<file path="src/rtl/pio_pkg.sv">
// pio_pkg: shared PIO action codes and the configuration sequencer states.
// Imported by pio_cfg_seq and its testbench.
package pio_pkg;

    localparam logic [3:0] ACT_NONE  = 4'd0;
    localparam logic [3:0] ACT_INSTR = 4'd1;
    localparam logic [3:0] ACT_PEND  = 4'd2;
    localparam logic [3:0] ACT_PULL  = 4'd3;
    localparam logic [3:0] ACT_PUSH  = 4'd4;
    localparam logic [3:0] ACT_GRPS  = 4'd5;
    localparam logic [3:0] ACT_EN    = 4'd6;
    localparam logic [3:0] ACT_DIV   = 4'd7;
    localparam logic [3:0] ACT_SIDES = 4'd8;
    localparam logic [3:0] ACT_IMM   = 4'd9;
    localparam logic [3:0] ACT_SHIFT = 4'd10;

    typedef enum logic [3:0] {
        ST_IDLE,
        ST_LOAD,
        ST_PEND,
        ST_DIV,
        ST_GRPS,
        ST_SHIFT,
        ST_EN,
        ST_RUN,
        ST_DIS
    } seq_state_t;

endpackage

</file>
<file path="src/rtl/pio_cfg_seq.sv">
// pio_cfg_seq: loads a PIO program from an external sync ROM, issues the
// config writes, enables the machine, then streams samples as PUSH actions.
// Ports: clk/reset (sync, active-high); start/stop control pulses;
//   sm_sel/plen/cfg_* captured on start; prog_addr/prog_data ROM port;
//   s_valid/s_data/s_ready sample stream; tx_full PIO FIFO flags;
//   action/index/mindex/din PIO action port; busy/running status.
module pio_cfg_seq
    import pio_pkg::*;
#(
    parameter int PROG_DEPTH = 32,
    parameter int SM_BITS    = 2
) (
    input  logic               clk,
    input  logic               reset,
    input  logic               start,
    input  logic               stop,
    input  logic [SM_BITS-1:0] sm_sel,
    input  logic [5:0]         plen,
    input  logic [31:0]        cfg_exec,
    input  logic [23:0]        cfg_div,
    input  logic [31:0]        cfg_grps,
    input  logic [31:0]        cfg_shift,
    output logic [4:0]         prog_addr,
    input  logic [15:0]        prog_data,
    input  logic               s_valid,
    input  logic [31:0]        s_data,
    output logic               s_ready,
    input  logic [3:0]         tx_full,
    output logic [3:0]         action,
    output logic [4:0]         index,
    output logic [SM_BITS-1:0] mindex,
    output logic [31:0]        din,
    output logic               busy,
    output logic               running
);

    localparam logic [5:0] PLEN_MAX = 6'(PROG_DEPTH);

    seq_state_t         state_q, state_d;
    logic [5:0]         cnt_q, cnt_d, cnt_inc;
    logic [5:0]         len_q, plen_sat;
    logic [SM_BITS-1:0] sm_q;
    logic [31:0]        exec_q, grps_q, shift_q;
    logic [23:0]        div_q;
    logic               push_q;
    logic [1:0]         fidx;
    logic [3:0]         act_d;
    logic [31:0]        din_d;
    logic [4:0]         idx_d, addr_d;

    assign cnt_inc  = cnt_q + 6'd1;
    assign plen_sat = (plen > PLEN_MAX) ? PLEN_MAX : plen;
    assign mindex   = sm_q;

    // Only four machines have a tx_full flag; upper index bits are ignored.
    if (SM_BITS >= 2) begin : g_fidx
        assign fidx = sm_q[1:0];
    end else begin : g_fidx1
        assign fidx = {1'b0, sm_q[0]};
    end

    always_comb begin
        state_d = state_q;
        cnt_d   = cnt_q;
        act_d   = ACT_NONE;
        din_d   = '0;
        idx_d   = '0;
        addr_d  = '0;
        s_ready = 1'b0;
        unique case (state_q)
            ST_IDLE: begin
                if (start) begin
                    cnt_d   = '0;
                    state_d = (plen_sat == 6'd0) ? ST_PEND : ST_LOAD;
                end
            end
            ST_LOAD: begin
                // ROM data trails its address by one cycle, so the INSTR
                // for address k is built in LOAD cycle k+1.
                if (cnt_q != 6'd0) begin
                    act_d = ACT_INSTR;
                    idx_d = cnt_q[4:0] - 5'd1;
                    din_d = {16'h0, prog_data};
                end
                if (cnt_q == len_q) begin
                    state_d = ST_PEND;
                end else begin
                    cnt_d = cnt_inc;
                    if (cnt_inc < len_q) addr_d = cnt_inc[4:0];
                end
            end
            ST_PEND: begin
                act_d   = ACT_PEND;
                din_d   = exec_q;
                state_d = ST_DIV;
            end
            ST_DIV: begin
                act_d   = ACT_DIV;
                din_d   = {8'h0, div_q};
                state_d = ST_GRPS;
            end
            ST_GRPS: begin
                act_d   = ACT_GRPS;
                din_d   = grps_q;
                state_d = ST_SHIFT;
            end
            ST_SHIFT: begin
                act_d   = ACT_SHIFT;
                din_d   = shift_q;
                state_d = ST_EN;
            end
            ST_EN: begin
                act_d   = ACT_EN;
                din_d   = 32'd1;
                state_d = ST_RUN;
            end
            ST_RUN: begin
                if (stop) begin
                    state_d = ST_DIS;
                end else begin
                    // push_q blocks the cycle after a PUSH so tx_full
                    // has caught up before the next sample is taken.
                    s_ready = s_valid & ~tx_full[fidx] & ~push_q;
                    if (s_ready) begin
                        act_d = ACT_PUSH;
                        din_d = s_data;
                    end
                end
            end
            ST_DIS: begin
                act_d   = ACT_EN;
                din_d   = 32'd0;
                state_d = ST_IDLE;
            end
            default: state_d = ST_IDLE;
        endcase
    end

    always_ff @(posedge clk) begin
        if (reset) begin
            state_q   <= ST_IDLE;
            cnt_q     <= '0;
            len_q     <= '0;
            sm_q      <= '0;
            exec_q    <= '0;
            div_q     <= '0;
            grps_q    <= '0;
            shift_q   <= '0;
            push_q    <= 1'b0;
            action    <= ACT_NONE;
            din       <= '0;
            index     <= '0;
            prog_addr <= '0;
            busy      <= 1'b0;
            running   <= 1'b0;
        end else begin
            state_q   <= state_d;
            cnt_q     <= cnt_d;
            push_q    <= s_ready;
            action    <= act_d;
            din       <= din_d;
            index     <= idx_d;
            prog_addr <= addr_d;
            busy      <= (state_d != ST_IDLE);
            running   <= (state_d == ST_RUN);
            if (state_q == ST_IDLE && start) begin
                len_q   <= plen_sat;
                sm_q    <= sm_sel;
                exec_q  <= cfg_exec;
                div_q   <= cfg_div;
                grps_q  <= cfg_grps;
                shift_q <= cfg_shift;
            end
        end
    end

endmodule

</file>
<file path="config.mk">
export PLATFORM = sky130hd
export DESIGN_NAME = pio_cfg_seq
export DESIGN_NICKNAME = d
export VERILOG_FILES = /design/src/rtl/pio_pkg.sv /design/src/rtl/pio_cfg_seq.sv
export SDC_FILE = /design/constraint.sdc
export NUM_CORES = 1
export LEC_CHECK = 0
export CAP_MARGIN = 30
export CORE_ASPECT_RATIO = 1.2
export CORE_MARGIN = 1.5
export CORE_UTILIZATION = 47
export DETAILED_ROUTE_END_ITERATION = 8
export HOLD_SLACK_MARGIN = 0.15
export PLACE_DENSITY = 0.92
export SLEW_MARGIN = 20
export SYNTH_ARGS = -nofsm -noshare
export SYNTH_HDL_FRONTEND = slang
export SYNTH_SLANG_ARGS = --single-unit
export TNS_END_PERCENT = 5
</file>
<file path="constraint.sdc">
create_clock -name clk -period 2.7 [get_ports clk]
set_input_delay 0.27 -clock clk [delete_from_list [all_inputs] [get_ports clk]]
set_output_delay 0.27 -clock clk [all_outputs]
set_load 0.05 [all_outputs]
</file>
After elaboration in Yosys (flattened, before gate mapping)
Cells that the tools add are included.

Output and inout bits: 51. Word-level logic and storage cells: 70. Register bits after elaboration: 187. Input port bits: 185.

Add/sub/neg operators: 2. Equality and inequality tests: 12. Reduce and logical (&&, ||, !) cells: 10. Muxes and demuxes: 21. Bitwise operators: 7. $lt $le $gt $ge: 3.

Operators with widths (number): 32-bit one-hot mux with 7 select lines (1); 32-bit two-way mux (2); 4-bit one-hot mux with 8 select lines (1); 4-bit one-hot mux with 7 select lines (1); 4-bit by 3-bit == test with 1-bit output (second input constant) (5); 6-bit two-way mux (3); 16-bit two-way mux (1); 4-bit two-way mux (3); 6-bit one-hot mux with 2 select lines (1); 4-bit by 2-bit == test with 1-bit output (second input constant) (2); 6-bit by 1-bit adder with 6-bit output (second input constant) (1); 6-bit == test (1); 6-bit greater-than comparator (second input constant) (1); 6-bit logical NOT (1); 6-bit less-than comparator (1); 3-bit two-way mux (2); 6-bit nonzero test (1); 1-bit NOT (5); 5-bit by 1-bit subtractor with 5-bit output (second input constant) (1); 4-bit by 1-bit == test with 1-bit output (second input constant) (1); 4-bit == test (second input constant) (1); 4-bit logical NOT (1); 1-bit two-way mux (4); 2-bit inequality test (second input constant) (2); 11 further kinds (12).

Logic depth before layout (Yosys ltp)
Gate-level depths: netlist (run 1).

Word-level depth: 8. Gate-level depth with buffers: 8. Mapped depth without buffers: 8.

Worst setup path before layout (run 1)
No wires, ideal clock.

Path kind: register -> output. From: reg sm_q[0], in the netlist mindex[0]. To: out s_ready. Slack: 592 ps. Arrival time: 1838 ps. Data required time: 2430 ps. Buffers on the path: 1. Cell stages (with the launch flop): 4. Cell sequence: dfxtp_1 > mux4_2 > nor4_4 > buf_6.

Word-level cells in the longest chain between the ends: 7.

Ends and longest elaborated chain: start: declaration (line pio_cfg_seq.sv:42) `logic [SM_BITS-1:0] sm_q;`; start signal: assignment (line pio_cfg_seq.sv:168) `sm_q <= sm_sel;`; 1-bit binary-select mux with 2-bit select (line pio_cfg_seq.sv:123) `s_ready = s_valid & ~tx_full[fidx] & ~push_q;`; 1-bit two-way mux (implied by the code) (line pio_cfg_seq.sv:123); 1-bit NOT (line pio_cfg_seq.sv:123); 1-bit bitwise AND (2 in series) (line pio_cfg_seq.sv:123); 1-bit two-way mux (line pio_cfg_seq.sv:118) `if (stop) begin`; 1-bit two-way mux (line pio_cfg_seq.sv:70) `unique case (state_q)`; end: declaration (line pio_cfg_seq.sv:27) `output logic s_ready,`.

Every way passes these cells. The select of a mux whose other input is x is not followed.

Worst setup path in the final report (run 1)
From: reg state_q[1]. To: out s_ready.

Word-level cells in the longest chain between the ends: 2.

Ends and longest elaborated chain: start: declaration (line pio_cfg_seq.sv:39) `seq_state_t state_q, state_d;`; start signal: assignment (line pio_cfg_seq.sv:157) `state_q <= state_d;`; 4-bit by 3-bit == test with 1-bit output (line pio_cfg_seq.sv:70); 1-bit two-way mux (line pio_cfg_seq.sv:70).

Every way passes these cells.

==> results of run 1 <==
layout by cell type, fill, tap and decap left out, drive strengths merged, types with 2 or more instances in the layout:
master           n
a21oi          152
a221oi          12
a222oi          12
a22o            14
a22oi           16
a31oi           26
and3             2
buf             20
bufinv           5
clkbuf          18
clkdlybuf4s50  233
clkinv           6
dfxtp          187
ha               9
inv             11
nand2          307
nand2b           3
nand3           15
nand3b           5
nor2            28
nor2b            6
nor3             7
nor4             3
o21a             2
o21ai            3
o22a             2
or2              3
xnor2            4
xor2             7
worst paths after layout:
path	to	cells after the start	startpoint	slack, ns
hold reg to reg	shift_q[21]	2	shift_q[21]	0.46
hold / removal	len_q[4]	2	reset	0.19
setup / recovery	s_ready	4	state_q[1]	0.19
setup reg to reg	shift_q[7]	5	state_q[1]	0.30
power breakdown:
group	internal [mW]	switching [mW]	leakage (nW)
clock network	1.66	1.05	0.316
registers	3.09	0.212	1.53
logic	0.750	1.19	1.97
flip-flops by register name (all words and copies together) (netlist names), 6 cells and up:
signal	flops
cnt_q	6
exec_q	32
grps_q	32
div_q	24
len_q	6
din	32
shift_q	32
stage by stage:
stage | total power, mW | hold slack, ns | utilization, %
3_3_place_gp | 5.180 | 0.4415 | 64.18
2_1_floorplan | 4.528 | 0.4060 | -
4_1_cts | 7.945 | 0.1670 | 68.26
6_report | 7.940 | 0.1866 | 68.26
5_1_grt | 8.281 | 0.1815 | 68.26
3_5_place_dp | 5.243 | 0.4459 | 64.18
cell families (layout without fill, tap and decap cells):
family,Yosys count,in the layout,synth area share (%)
xor gates and xnor gates,11,11,1.288
DFF,187,187,50.05
muxes,3,3,0.5855
adders and majority gates,9,9,1.506
and+or+nand+nor,384,384,21.38
AOI/OAI and AO/OA,247,247,20.37
buffers and inverters,80,293,4.818
final cells by class:
class / count / area [um2]
Tap cell: 208 / 260.3
Multi-Input combinational cell: 654 / 3411
Clock buffer: 18 / 439.2
Fill cell: 1118 / 4945
Inverter: 10 / 37.54
Clock inverter: 12 / 196.4
Sequential cell: 187 / 3744
Timing Repair Buffer: 253 / 2545
per-layer routing:
metal | GRT usage, % | share of wire, % | vias to the layer above
met5 | 0 | 0 | -
met4 | 15.73 | 4.9 | 0
li1 | - | - | 3544
met3 | 5.987 | 7.4 | 86
met1 | 31.54 | 38 | 3433
met2 | 45.93 | 49 | 396
==> results_dict.tcl, run 1 <==
set metrics [dict create \
    path_buf_inv 2 \
    gp_congestion 0.9286 \
    post_cts_buffers 0 \
    core_area_um2 15580 \
    slowest_stage "dfxtp_1" \
    finalInstanceArea_um2 10630 \
    worstMarginPinSlew_ns 0.7495 \
    clk_latency_ns 0.44 \
    first_pass_iters 7 \
    fmaxAchievable_mhz 398.8 \
    synth_edf_count 0 \
    crit_arrival_ns 2.24 \
    wire_per_inst_um 16.94 \
    ant_nets 0 \
    setup_ws_ns 0.1923 \
    skew_ns 0.01231 \
    numPortBuffers 235 \
    powerDensity_nw_per_um2 746.8 \
    cp-end-kind "primary output" \
    die_y_um 141.2 \
    drcViolationCount 0 \
    grt_pass1_vias 7326 \
    rsz0062_at_grt "false" \
    synth_fp_nets 1115 \
    crit_top_cell "buf_12" \
    fin_crit_sh_pct 92.88 \
    p_leak_nw 3.811 \
    grt_pass1_wl_um 35800 \
    ys_top_cells_by_area "dfxtp_1, nand2_1, a21oi_1" \
    worstHoldPathType "primary input to flop" \
    syn_inst 921 \
    cts_tree "done" \
    fin_cells 1342 \
    yosys_warnings 0 \
    synth_common_cells "nand2_1, dfxtp_1, a21oi_1" \
    fp-row-count 50 \
    status "finished, final reports clean" \
    antenna_found_initial 0 \
    grt_use_total_pct 27.09 \
    final_layout_size_suffix_gt1_share_pct 5.732 \
    boundaryPins 236 \
    synth_cell_types 52 \
    fp.dieW_um 118.2 \
    cts_hold_buf 0 \
    wl_um 22730 \
    htree_levels 4 \
    cp-start-kind "flop" \
    n_antenna_cell 0 \
    peakVddDrop_v 0.0004640 \
    yosysMostFrequentCell "nand2_1" \
    vias_per_cell 5.558 \
    worstPathRequired_ns 2.43 \
    dp_hpwl_um 15380 \
    crit_chain "nand2_1, nor4_4, buf_12, buf_12" \
    synthArstFlopShare_pct 0 \
    syn_area_um2 7480 \
    initial_core_util_pct 48.02 \
    drt-initial-drc-count 751 \
    place_area_um2 9997 \
    maxCapViolCount 0 \
    grt-ovfl-total 0 \
    hold_viol_final 0 \
    syn_to_final_growth_pct 42.15 \
    cpLargestDelayFamily "simple AND/OR/NAND/NOR gates" \
    grt_start_max_net_pins 74 \
    cpPeakStageDelay_ns 0.66 \
    synth_seq_cells 187 \
    clockBufferDepth 2 \
    cts_root_buf "clkbuf_16" \
    cts_resized 0 \
    crit_type "flop to primary output" \
    slew_violations 0 \
    avgSynthCellArea_um2 8.121 \
    clkSinkCount 187 \
    ys.flop_type "dfxtp_1" \
    dieArea_um2 16680 \
    vias 7459 \
    setup_tns_ns 0 \
    setup_viol 0 \
    cts_buffers 17 \
    place_ws_ns 0.3594 \
    ys_seq_area_share_pct 50.05 \
    min_period_ns 2.508 \
    synth_top_area_share_pct 50.05 \
    placedCellCount 1312 \
    worstPathMaxFanout 35 \
    slew_headroom_pct 49.85 \
    yosysTopAreaCell "dfxtp_1" \
    nNetsFinal 1317 \
    clk_pin_slew_ns 0.06 \
]
Note: power is estimated with default switching activity, not from simulation.
==> run 2, diff against run 1 <==
CORE_UTILIZATION = 42   (was 47)
PLACE_DENSITY = 0.87   (was 0.92)
clock period = 2.05 ns   (was 2.7 ns; I/O delays follow)
==> run 2 against run 1 <==
  * Cell count is 2.9% higher
  * Critical endpoint unchanged
  * Design area is 2.8% higher
  * Wire length is 1.0% higher
  * Via count is 0.80% lower
  * Clock-buffer cell count is 1 higher
  * Sequential power is 31% higher
  * Global-route usage is 2.6 points lower
  * Utilization is 5.8 points lower
  * Worst setup slack worse by 0.16 ns
  * Total power is 35% higher
  * Die area is 12% higher
==> results_dict.tcl, run 2 (synthesis gave the netlist of run 1 again) <==
set metrics [dict create \
    wl_um 22970 \
    dp_hpwl_um 16060 \
    peakVddDrop_v 0.0006563 \
    drt-initial-drc-count 604 \
    fp-row-count 53 \
    nNetsFinal 1341 \
    p_leak_nw 3.952 \
    syn_to_final_growth_pct 46.17 \
    die_y_um 149.2 \
    fmaxAchievable_mhz 496.6 \
    fp.dieW_um 124.8 \
    worstPathRequired_ns 1.85 \
    antenna_found_initial 1 \
    crit_chain "mux4_2, nor4_4, buf_6, buf_12" \
    clk_latency_ns 0.44 \
    worstPathMaxFanout 3 \
    hp-start "cfg_grps[14]" \
    met1_usage_pct 28.63 \
    skew_ns 0.01029 \
    ant_nets 0 \
    grt_pass1_vias 7135 \
    slew_headroom_pct 62.06 \
    grt_use_met3_pct 5.093 \
    numPortBuffers 235 \
    r2r_setup_slack_ns 0.08 \
    cp-start-kind "flop" \
    cpLargestDelayFamily "multiplexers" \
    cts_tree "done" \
    holdWs_ns 0.3154 \
    setup_viol 0 \
    seq_power_share_pct 40.5 \
    hold_viol_final 0 \
    clk_pin_slew_ns 0.07 \
    wire_per_inst_um 16.63 \
    slew_violations 0 \
    clockBufferDepth 2 \
    swShare_pct 30.90 \
    dieArea_um2 18620 \
    vias 7399 \
    maxCapViolCount 0 \
    fin_cells 1381 \
    crit_arrival_ns 1.81 \
    final_common_cell "nand2_1" \
    worst_r2r_startpoint "cnt_q[0]" \
    grt_pass1_wl_um 36290 \
    fillCellCount 1463 \
    p_int_mw 7.394 \
    gp_congestion 0.8374 \
    fin_crit_sh_pct 98.23 \
    multi_input_area_um2 3425 \
    grt_use_total_pct 24.48 \
    placedCellCount 1346 \
    regArea_um2 3754 \
    rsz0062_at_grt "true" \
    vias_per_cell 5.358 \
    setup_ws_ns 0.03625 \
    crit_type "flop to primary output" \
    powerDensity_nw_per_um2 978.7 \
    grt-ovfl-total 0 \
    boundaryPins 236 \
    slowest_stage "mux4_2" \
    clock_power_share_pct 33.8 \
    p_sw_mw 3.307 \
    final_layout_size_suffix_gt1_share_pct 8.448 \
    drcViolationCount 0 \
    clkSinkCount 187 \
    pwr-share-comb_pct 25.7 \
    cpPeakStageDelay_ns 0.52 \
    cts_buffers 17 \
    setup_tns_ns 0 \
    mostFrequentLayoutCells "nand2_1, clkdlybuf4s50_1, dfxtp_1" \
    place_ws_ns 0.03990 \
    path_buf_inv 2 \
    initial_core_util_pct 42.72 \
    worstHoldPathType "primary input to flop" \
    htree_levels 4 \
    status "finished, final reports clean" \
    min_period_ns 2.014 \
    grt_start_max_net_pins 77 \
    first_pass_iters 6 \
    top_usage_layer "met2" \
    met2_usage_pct 43.57 \
    cp-end-kind "primary output" \
    cts_root_buf "clkbuf_16" \
    core_area_um2 17510 \
    cp-startpoint "mindex[0]" \
    finalInstanceArea_um2 10930 \
    worstMarginPinSlew_ns 0.5691 \
    place_area_um2 10240 \
]
-- run 2: changes by cell type in the layout (fill, tap and decap cells not counted), sizes merged --
cell         before  now
diode             0    1
inv              11   14
buf              20   43
clkbuf           18   19
dlygate4sd3       0    1
clkinv            6    1
clkinvlp          0    3
-- run 2: timing repair --
item | in CTS | in global routing
setup buffers | 1 | 0
gates resized for setup | 6 | 5
endpoints found under the hold margin | 13 | 0
hold buffers | 1 | 0
endpoints found under the setup margin | 1 | 6
-- run 2: area by class of cell --
class | count | area share (%)
tap | 220 | 2.518
clock buffer | 19 | 3.960
timing repair buffer | 277 | 25.56
antenna | 1 | 0.02289
clock inverter | 13 | 1.946
inverter | 10 | 0.3433
sequential | 187 | 34.33
multi-input combinational | 654 | 31.32
-- run 2: worst register-to-register path, delay by kind of cell, from the launching register on --
| family | cells | cell delay, ns |
|---|---|---|
| flip-flops | 1 | 0.35 |
| AND/OR/NAND/NOR | 3 | 0.48 |
| adder cells (fa/ha/maj) | 2 | 0.47 |
| AO/OA/AOI/OAI | 3 | 0.43 |
| buffers and inverters | 1 | 0.14 |
-- run 2: final timing paths --
kind / end / depth (start not counted)
worst max register to register: prog_addr[3] / 9
worst min register to register: grps_q[23] / 2
worst max-delay path: s_ready / 4
worst min-delay path: grps_q[14] / 3
-- run 2: power groups by stage --
stage               logic (mW)  registers [mW]  clock network (mW)
floorplan                 1.51            4.46                   0
global placement          2.69            4.38                   0
detailed placement        2.72            4.40                   0
CTS                       2.75            4.32                3.66
global route              3.01            4.37                3.80
finish                    2.75            4.33                3.62
-- run 2: per-stage QoR --
| stage | util [%] | power [mW] |
|---|---|---|
| 5_1_grt | 62.45 | 11.19 |
| 3_3_place_gp | 58.50 | 7.065 |
| 4_1_cts | 62.36 | 10.73 |
| 2_1_floorplan | - | 5.965 |
| 6_report | 62.45 | 10.70 |
| 3_5_place_dp | 58.50 | 7.120 |
-- run 2: layer usage --
metal	part of all wire, %	routed length, um
met5	0	0
met4	3.1	721
met3	5.5	1254
met2	51	11730
met1	40	9260
